==> src/rtl/puf_ctrl_pkg.sv <==
// Shared types and constants for the PUF evaluation controller.
// Holds the FSM state encoding, the operating mode and the eval-count sizing.
package puf_ctrl_pkg;

  typedef enum logic [2:0] {
    StIdle     = 3'd0,
    StIssue    = 3'd1,
    StWait     = 3'd2,
    StAccum    = 3'd3,
    StDone     = 3'd4,
    StRngIssue = 3'd5,
    StRngWait  = 3'd6
  } puf_ctrl_state_e;

  typedef enum logic {
    PufAuth = 1'b0,
    PufRng  = 1'b1
  } puf_mode_e;

  localparam int unsigned MaxEval  = 15;
  // Wide enough that the RNG challenge tweak cycles through many values before wrapping.
  localparam int unsigned EvalCntW = 8;

  function automatic logic is_rng_state(input puf_ctrl_state_e st);
    return (st == StRngIssue) || (st == StRngWait);
  endfunction

endpackage

==> src/rtl/puf_rng_fifo.sv <==
// Synchronous FIFO buffering folded RNG words for the entropy source.
// A push into a full FIFO is accepted only when a pop happens in the same cycle.
module puf_rng_fifo #(
  parameter int unsigned Width = 4,
  parameter int unsigned Depth = 8
) (
  input  logic                       clk_i,
  input  logic                       rst_ni,
  input  logic                       flush_i,
  input  logic                       push_i,
  input  logic [Width-1:0]           wdata_i,
  input  logic                       pop_i,
  output logic [Width-1:0]           rdata_o,
  output logic                       full_o,
  output logic                       empty_o,
  output logic [$clog2(Depth+1)-1:0] count_o
);

  localparam int unsigned PtrW = $clog2(Depth);
  localparam int unsigned CntW = $clog2(Depth+1);

  logic [Width-1:0] mem_r [Depth];
  logic [PtrW-1:0]  wr_ptr_r;
  logic [PtrW-1:0]  rd_ptr_r;
  logic [CntW-1:0]  count_r;
  logic             pop_ok_s;
  logic             push_ok_s;

  // Qualify push and pop against the current occupancy.
  always_comb begin
    pop_ok_s  = pop_i && (count_r != '0);
    push_ok_s = push_i && ((count_r != CntW'(Depth)) || pop_ok_s);
  end

  // Storage, pointers and occupancy.
  always_ff @(posedge clk_i or negedge rst_ni) begin
    if (!rst_ni) begin
      for (int i = 0; i < Depth; i++) mem_r[i] <= '0;
      wr_ptr_r <= '0;
      rd_ptr_r <= '0;
      count_r  <= '0;
    end else if (flush_i) begin
      wr_ptr_r <= '0;
      rd_ptr_r <= '0;
      count_r  <= '0;
    end else begin
      if (push_ok_s) begin
        mem_r[wr_ptr_r] <= wdata_i;
        wr_ptr_r        <= wr_ptr_r + PtrW'(1);
      end
      if (pop_ok_s) begin
        rd_ptr_r <= rd_ptr_r + PtrW'(1);
      end
      count_r <= count_r + CntW'(push_ok_s) - CntW'(pop_ok_s);
    end
  end

  assign rdata_o = mem_r[rd_ptr_r];
  assign full_o  = (count_r == CntW'(Depth));
  assign empty_o = (count_r == '0);
  assign count_o = count_r;

endmodule

==> src/rtl/puf_eval_ctrl.sv <==
// PUF evaluation controller: majority-vote authentication and RNG word harvesting
// from a raw PUF core, with a bounded wait on the core handshake.
module puf_eval_ctrl
  import puf_ctrl_pkg::*;
#(
  parameter int unsigned ChalW      = 128,
  parameter int unsigned RespW      = 256,
  parameter int unsigned NumEval    = 5,
  parameter int unsigned RngW       = 4,
  parameter int unsigned RngDepth   = 8,
  parameter int unsigned TimeoutCyc = 1024
) (
  input  logic             clk_i,
  input  logic             rst_ni,
  input  logic             enable_i,
  input  logic             mode_i,
  input  logic             start_i,
  input  logic [ChalW-1:0] challenge_i,
  output logic             busy_o,
  output logic             resp_valid_o,
  output logic [RespW-1:0] resp_o,
  output logic [RespW-1:0] resp_unstable_o,
  output logic             err_timeout_o,
  output logic             core_req_o,
  output logic [ChalW-1:0] core_chal_o,
  input  logic             core_ack_i,
  input  logic [RespW-1:0] core_resp_i,
  output logic             rng_mode_o,
  output logic             rng_valid_o,
  output logic [RngW-1:0]  rng_o,
  input  logic             rng_req_i
);

  localparam int unsigned CntW     = $clog2(NumEval+1);
  localparam int unsigned TmoW     = $clog2(TimeoutCyc);
  localparam int unsigned NumSlice = RespW / RngW;
  localparam int unsigned FifoCntW = $clog2(RngDepth+1);

  puf_ctrl_state_e       state_r, state_s;
  puf_mode_e             mode_r;
  logic [ChalW-1:0]      chal_r;
  logic [EvalCntW-1:0]   eval_cnt_r;
  logic [TmoW-1:0]       tmo_cnt_r;
  logic [CntW-1:0]       vote_cnt_r [RespW];
  logic                  core_req_r;
  logic [ChalW-1:0]      core_chal_r;
  logic [RespW-1:0]      resp_r, unstable_r;
  logic [RespW-1:0]      resp_s, unstable_s;
  logic                  resp_valid_r, err_r, busy_r, rng_mode_r;
  logic                  accept_s, issue_s, acc_s, push_s, timeout_s, abort_s, done_s;
  logic                  flush_s, pop_s;
  logic [RngW-1:0]       word_s;
  logic                  fifo_full_s, fifo_empty_s;
  logic [FifoCntW-1:0]   fifo_cnt_s;

  // State register.
  always_ff @(posedge clk_i or negedge rst_ni) begin
    if (!rst_ni) state_r <= StIdle;
    else         state_r <= state_s;
  end

  // Next-state logic and datapath strobes; dropping enable overrides everything.
  always_comb begin
    state_s   = state_r;
    accept_s  = 1'b0;
    issue_s   = 1'b0;
    acc_s     = 1'b0;
    push_s    = 1'b0;
    timeout_s = 1'b0;
    abort_s   = 1'b0;
    done_s    = 1'b0;
    if ((state_r != StIdle) && !enable_i) begin
      abort_s = 1'b1;
      state_s = StIdle;
    end else begin
      case (state_r)
        StIdle: begin
          if (start_i && enable_i) begin
            accept_s = 1'b1;
            state_s  = (puf_mode_e'(mode_i) == PufRng) ? StRngIssue : StIssue;
          end else begin
            state_s = StIdle;
          end
        end
        StIssue: begin
          issue_s = 1'b1;
          state_s = StWait;
        end
        StWait: begin
          if (core_ack_i) begin
            acc_s   = 1'b1;
            state_s = StAccum;
          end else if (tmo_cnt_r == TmoW'(TimeoutCyc-1)) begin
            timeout_s = 1'b1;
            state_s   = StIdle;
          end else begin
            state_s = StWait;
          end
        end
        StAccum: begin
          state_s = (eval_cnt_r == EvalCntW'(NumEval)) ? StDone : StIssue;
        end
        StDone: begin
          done_s  = 1'b1;
          state_s = StIdle;
        end
        StRngIssue: begin
          if (!fifo_full_s) begin
            issue_s = 1'b1;
            state_s = StRngWait;
          end else begin
            state_s = StRngIssue;
          end
        end
        StRngWait: begin
          if (core_ack_i) begin
            push_s  = 1'b1;
            state_s = StRngIssue;
          end else if (tmo_cnt_r == TmoW'(TimeoutCyc-1)) begin
            timeout_s = 1'b1;
            state_s   = StIdle;
          end else begin
            state_s = StRngWait;
          end
        end
        default: state_s = StIdle;
      endcase
    end
  end

  // Majority decision and unanimity check per response bit, plus the RNG fold.
  always_comb begin
    resp_s     = '0;
    unstable_s = '0;
    word_s     = '0;
    for (int i = 0; i < RespW; i++) begin
      resp_s[i]     = (vote_cnt_r[i] > CntW'(NumEval/2));
      unstable_s[i] = (vote_cnt_r[i] != '0) && (vote_cnt_r[i] != CntW'(NumEval));
    end
    for (int k = 0; k < NumSlice; k++) begin
      word_s = word_s ^ core_resp_i[k*RngW +: RngW];
    end
  end

  // Per-bit vote counters.
  always_ff @(posedge clk_i or negedge rst_ni) begin
    if (!rst_ni) begin
      for (int i = 0; i < RespW; i++) vote_cnt_r[i] <= '0;
    end else if (accept_s || abort_s || timeout_s) begin
      for (int i = 0; i < RespW; i++) vote_cnt_r[i] <= '0;
    end else if (acc_s) begin
      for (int i = 0; i < RespW; i++) vote_cnt_r[i] <= vote_cnt_r[i] + CntW'(core_resp_i[i]);
    end
  end

  // Operation context, counters, core handshake and result registers.
  always_ff @(posedge clk_i or negedge rst_ni) begin
    if (!rst_ni) begin
      mode_r       <= PufAuth;
      chal_r       <= '0;
      eval_cnt_r   <= '0;
      tmo_cnt_r    <= '0;
      core_req_r   <= 1'b0;
      core_chal_r  <= '0;
      resp_r       <= '0;
      unstable_r   <= '0;
      resp_valid_r <= 1'b0;
      err_r        <= 1'b0;
      busy_r       <= 1'b0;
      rng_mode_r   <= 1'b0;
    end else begin
      if (accept_s) begin
        mode_r <= puf_mode_e'(mode_i);
        chal_r <= challenge_i;
      end
      if (accept_s || abort_s || timeout_s) eval_cnt_r <= '0;
      else if (acc_s || push_s)             eval_cnt_r <= eval_cnt_r + EvalCntW'(1);
      // Timeout counter only runs while parked in a wait state.
      if (((state_r == StWait) || (state_r == StRngWait)) && (state_s == state_r))
        tmo_cnt_r <= tmo_cnt_r + TmoW'(1);
      else
        tmo_cnt_r <= '0;
      if (issue_s)                                         core_req_r <= 1'b1;
      else if (acc_s || push_s || timeout_s || abort_s)    core_req_r <= 1'b0;
      if (issue_s)
        core_chal_r <= (mode_r == PufRng) ? (chal_r ^ ChalW'(eval_cnt_r)) : chal_r;
      if (accept_s) begin
        resp_valid_r <= 1'b0;
        err_r        <= 1'b0;
      end else begin
        if (done_s)    resp_valid_r <= 1'b1;
        if (timeout_s) err_r        <= 1'b1;
      end
      if (done_s) begin
        resp_r     <= resp_s;
        unstable_r <= unstable_s;
      end
      busy_r     <= (state_s != StIdle);
      rng_mode_r <= is_rng_state(state_s);
    end
  end

  assign flush_s = accept_s && (puf_mode_e'(mode_i) == PufRng);
  assign pop_s   = rng_req_i && !fifo_empty_s;

  puf_rng_fifo #(
    .Width (RngW),
    .Depth (RngDepth)
  ) u_fifo (
    .clk_i   (clk_i),
    .rst_ni  (rst_ni),
    .flush_i (flush_s),
    .push_i  (push_s),
    .wdata_i (word_s),
    .pop_i   (pop_s),
    .rdata_o (rng_o),
    .full_o  (fifo_full_s),
    .empty_o (fifo_empty_s),
    .count_o (fifo_cnt_s)
  );

  assign busy_o          = busy_r;
  assign resp_valid_o    = resp_valid_r;
  assign resp_o          = resp_r;
  assign resp_unstable_o = unstable_r;
  assign err_timeout_o   = err_r;
  assign core_req_o      = core_req_r;
  assign core_chal_o     = core_chal_r;
  assign rng_mode_o      = rng_mode_r;
  assign rng_valid_o     = (fifo_cnt_s != '0);

endmodule
==> config.mk <==
export PLATFORM = sky130hd
export DESIGN_NAME = puf_eval_ctrl
export DESIGN_NICKNAME = d
export VERILOG_FILES = /design/src/rtl/puf_ctrl_pkg.sv /design/src/rtl/puf_rng_fifo.sv /design/src/rtl/puf_eval_ctrl.sv
export SDC_FILE = /design/constraint.sdc
export NUM_CORES = 2
export LEC_CHECK = 0
export ABC_AREA = 1
export CAP_MARGIN = 40
export CORE_ASPECT_RATIO = 1.75
export CORE_MARGIN = 1.5
export CORE_UTILIZATION = 25
export CTS_BUF_LIST = sky130_fd_sc_hd__clkbuf_2
export DETAILED_ROUTE_END_ITERATION = 6
export PLACE_DENSITY = 0.43
export SLEW_MARGIN = 0
export SYNTH_ARGS = -nofsm -noshare
export SYNTH_HDL_FRONTEND = slang
export SYNTH_HIERARCHICAL = 1
export SYNTH_SLANG_ARGS = --single-unit
==> constraint.sdc <==
create_clock -name clk_i -period 5.2 [get_ports clk_i]
set_input_delay 1.04 -clock clk_i [delete_from_list [all_inputs] [get_ports clk_i]]
set_output_delay 1.04 -clock clk_i [all_outputs]
set_load 0.005 [all_outputs]
==> Flow_metrics.wiki <==
{| class="wikitable"
! Metric !! Value
|-
| Total power per unit cell area || 489.2 nW/µm²
|-
| Number of global-route vias before repair || 63.98k
|-
| Portion of synthesized cell area occupied by the leading cell type || 0.5238
|-
| Final number of hold-violating endpoints || 0
|-
| Setup TNS || 0 ps
|-
| CP Launch Type || flip-flop
|-
| Final GP Congestion || 0.8272
|-
| Slack of the worst reg-to-reg path || 2240 ps
|-
| Post-detailed-route via-to-cell ratio || 4.436
|-
| Cell area after placement || 91,300 µm²
|-
| GRT Residual Overflow || 0
|-
| Routed length per instance || 21.44 µm
|-
| Crit path capture type || output port
|-
| Clock network latency to the later pin of the worst-skew pair || 1920 ps
|-
| Critical path buffers and inverters || 3
|-
| Main synth FF type || dfrtp_1
|-
| Initial core utilization || 0.2515
|-
| Antenna viol nets, final || 0
|-
| Startpoint of the worst register-to-register path || state_r[1]
|-
| DIE AREA || 310,100 µm²
|-
| Number of port buffers || 1,040
|-
| Wire length of the first global-routing pass || 442.0 mm
|-
| Type of the most critical hold path || primary input to flip-flop
|-
| FMAX || 210.7 MHz
|-
| Post-synthesis register bit count || 1,605
|-
| Worst path required time || 4160 ps
|-
| Overall power consumption || 48.22 mW
|-
| Remaining routing DRC violations || 0
|-
| Maximum net fanout on the critical path || 18
|-
| R2R Path End || resp_unstable_o[202]
|-
| Clock sink total || 1,605
|-
| Final Slew Violations || 0
|-
| Maximum capacitance violations || 0
|-
| Number of antenna violations at the first check in global routing || 77
|-
| Cell depth of the worst min-delay path || 4
|-
| Post-route setup slack || 454.8 ps
|-
| Via count || 62.93k
|-
| Clock buffers created by TritonCTS || 422
|-
| Synth top area cells || dfrtp_1 52%, nand2_1 9.4%, ha_1 8.5%
|-
| Buffers from clock root to sink, at most || 4
|-
| Final core occ || 0.3234
|-
| Starting DRC count in detailed routing || 3,248
|-
| Worst-Margin Slew || 1102 ps
|-
| Cell-by-cell listing of the critical path || clkinvlp_4 -> buf_4 -> nor2_1 -> o21ai_0 -> nand2_1 -> nand2_4 -> clkdlybuf4s50_1
|-
| Count of yosys warnings during synthesis || 6
|-
| Synth cell count leaders || 1,926 x nand2_1, 1,605 x dfrtp_1, 1,212 x a21oi_1
|-
| Endpoint of the worst hold-timing path || vote_cnt_r[387]
|-
| Chip Height || 735.6 µm
|-
| Final critical delay including setup and external delays || 4745 ps
|-
| Post-Route Hold Slack || 302.1 ps
|-
| Most area-hungry cell type in the Yosys netlist || dfrtp_1
|-
| Mapped Area || 76,670 µm²
|-
| Root Buffer Master || clkbuf_2
|-
| Fraction of layout instances using a drive strength above 1 || 0.08156
|-
| Mean area per synthesized cell || 9.281 µm²
|-
| Level count of the clock H-tree || 5
|-
| Slew Limit Headroom || 0.2651
|-
| Static leakage || 45.79 nW
|-
| Clock transition time at the flip-flop clock pins of the worst setup and hold paths || 100 ps
|-
| Worst Reg-to-Reg Cells || 10
|-
| Largest incremental delay on the critical path || 600 ps
|-
| Net count, final || 10.71k
|-
| Share of synthesized registers carrying an async set or reset || 1.000
|-
| Leading cell type by number of instances after synthesis || nand2_1
|-
| CTS tree || built
|-
| Area Overhead vs Synth || 28.56%
|-
| Final cycle utilization of the critical path || 0.9125
|-
| Core Box Area || 304,800 µm²
|-
| Worst min-delay path startpoint || core_resp_i[126]
|-
| Run status || finished, final reports clean
|-
| Max stage delay cell, worst path || dfrtp_4
|-
| Share of the yosys chip area belonging to registers || 0.5238
|-
| Die width || 421.6 µm
|-
| Maximum number of pins on one net before global-route repair || 210
|-
| Cell Count, Final, Fillers Out || 14.19k
|-
| Count of mapped cells out of synthesis || 8,261
|-
| Final setup vio count || 0
|-
| Cell family with most CP delay || buffers and inverters
|-
| Number of detailed-route iterations in the first pass || 7
|-
| Floorplan row count || 268
|-
| Total half-perimeter wirelength after legalization and detailed placement || 225.3 mm
|-
| Setup slack after placement || 1032 ps
|-
| Category of the critical setup timing path || flip-flop to output port
|-
| Syn Nets || 9,176
|-
| Post-synth EDFFs || 0
|-
| Gr usage total || 0.1927
|-
| Netlist cell types || 40
|-
| Arrival @ worst endpoint || 3710 ps
|-
| Instance count after placement with tap cells included || 13.07k
|-
| Sum of routed wire length over all layers || 304.1 mm
|-
| Final Cell Area || 98,570 µm²
|-
| Peak supply drop || 304.4 µV
|-
| Boundary pin count || 1,041
|-
| Setup clock skew after layout || 205.9 ps
|}
==> cell families after synthesis <==
kind of cell / after synthesis / synth area share
buf+inv: 766 / 0.05028
simple gates: 3105 / 0.1576
fa+ha+maj: 524 / 0.08561
xor+xnor: 686 / 0.07836
compound gates: 1575 / 0.1043
flops: 1605 / 0.5238
==> sequential cells by signal, summed over array words and instances, names as in the netlist, 4 cells and up <==
signal / count
vote_cnt_r: 768
resp_o: 256
resp_unstable_o: 256
chal_r: 128
core_chal_o: 128
u_fifo/mem_r: 32
tmo_cnt_r: 10
eval_cnt_r: 8
u_fifo/count_o: 4
==> cell usage in the layout (no fill, tap or decap), drive strengths merged, types with 34 or more instances in the layout <==
cell type	synthesis	final
inv	349	363
clkdlybuf4s50	0	1036
xnor2	179	179
a31oi	79	79
clkinv	2	104
dlygate4sd3	0	352
a21oi	1213	1213
nand2	1930	1930
o21ai	280	280
diode	0	34
xor2	507	507
nor2	1017	1017
nand4	44	44
ha	523	523
nand3	60	60
dfrtp	1605	1605
buf	379	135
clkbuf	36	608
==> where the power goes <==
group          switching [mW]  internal, mW  total (mW)
combinational            11.0          8.61        19.6
clock                    5.86          3.19        9.06
sequential               3.14          16.4        19.6
total                    20.0          28.2        48.2
==> worst max-delay path by stage <==
stage	startpoint	cells past startpoint	slack, ps	end
final	u_fifo/rd_ptr_r[0]	7	450	rng_o[0]
after CTS	u_fifo/rd_ptr_r[0]	7	10	rng_o[0]
after detailed placement	enable_i	8	1030	resp_unstable_o[202]
after floorplan	core_ack_i	12	2310	u_fifo/count_o[2]
after global placement	core_resp_i[248]	21	960	u_fifo/mem_r[4]
after global routing	u_fifo/rd_ptr_r[0]	7	-10	rng_o[0]
==> area by class of cell <==
class	instances	area (µm²)
diodes	34	85.08
clock buffers	608	3043
clock inverters	123	550.5
fillers	31880	206200
inverters	351	1334
multi-input cells	5890	32720
flip-flops and latches	1605	40170
well taps	4050	5067
repair buffers	1526	15600
==> what timing repair did <==
| item | in CTS | in global routing |
|---|---|---|
| setup endpoints to repair | 4 | 0 |
| hold buffers | 353 | 0 |
| setup buffers | 4 | 0 |
| gates resized for setup | 11 | 0 |
| hold endpoints to repair | 2171 | 0 |
==> tightest hold or removal path, delay by kind of cell <==
kind / cells / cell delay, ps
AO/OA/AOI/OAI: 1 / 120
adder cells (fa/ha/maj): 1 / 190
buffers and inverters: 1 / 680
AND/OR/NAND/NOR: 1 / 40
==> per-layer routing <==
| metal | routed length, µm | vias up | GRT usage |
|---|---|---|---|
| li1 | - | 30130 | - |
| met5 | 576 | - | 0 |
| met2 | 152800 | 1770 | 0.3422 |
| met1 | 111400 | 30340 | 0.2027 |
| met3 | 22930 | 599 | 0.06469 |
| met4 | 16460 | 88 | 0.09438 |
No activity file was read; power rests on OpenSTA's default activity.
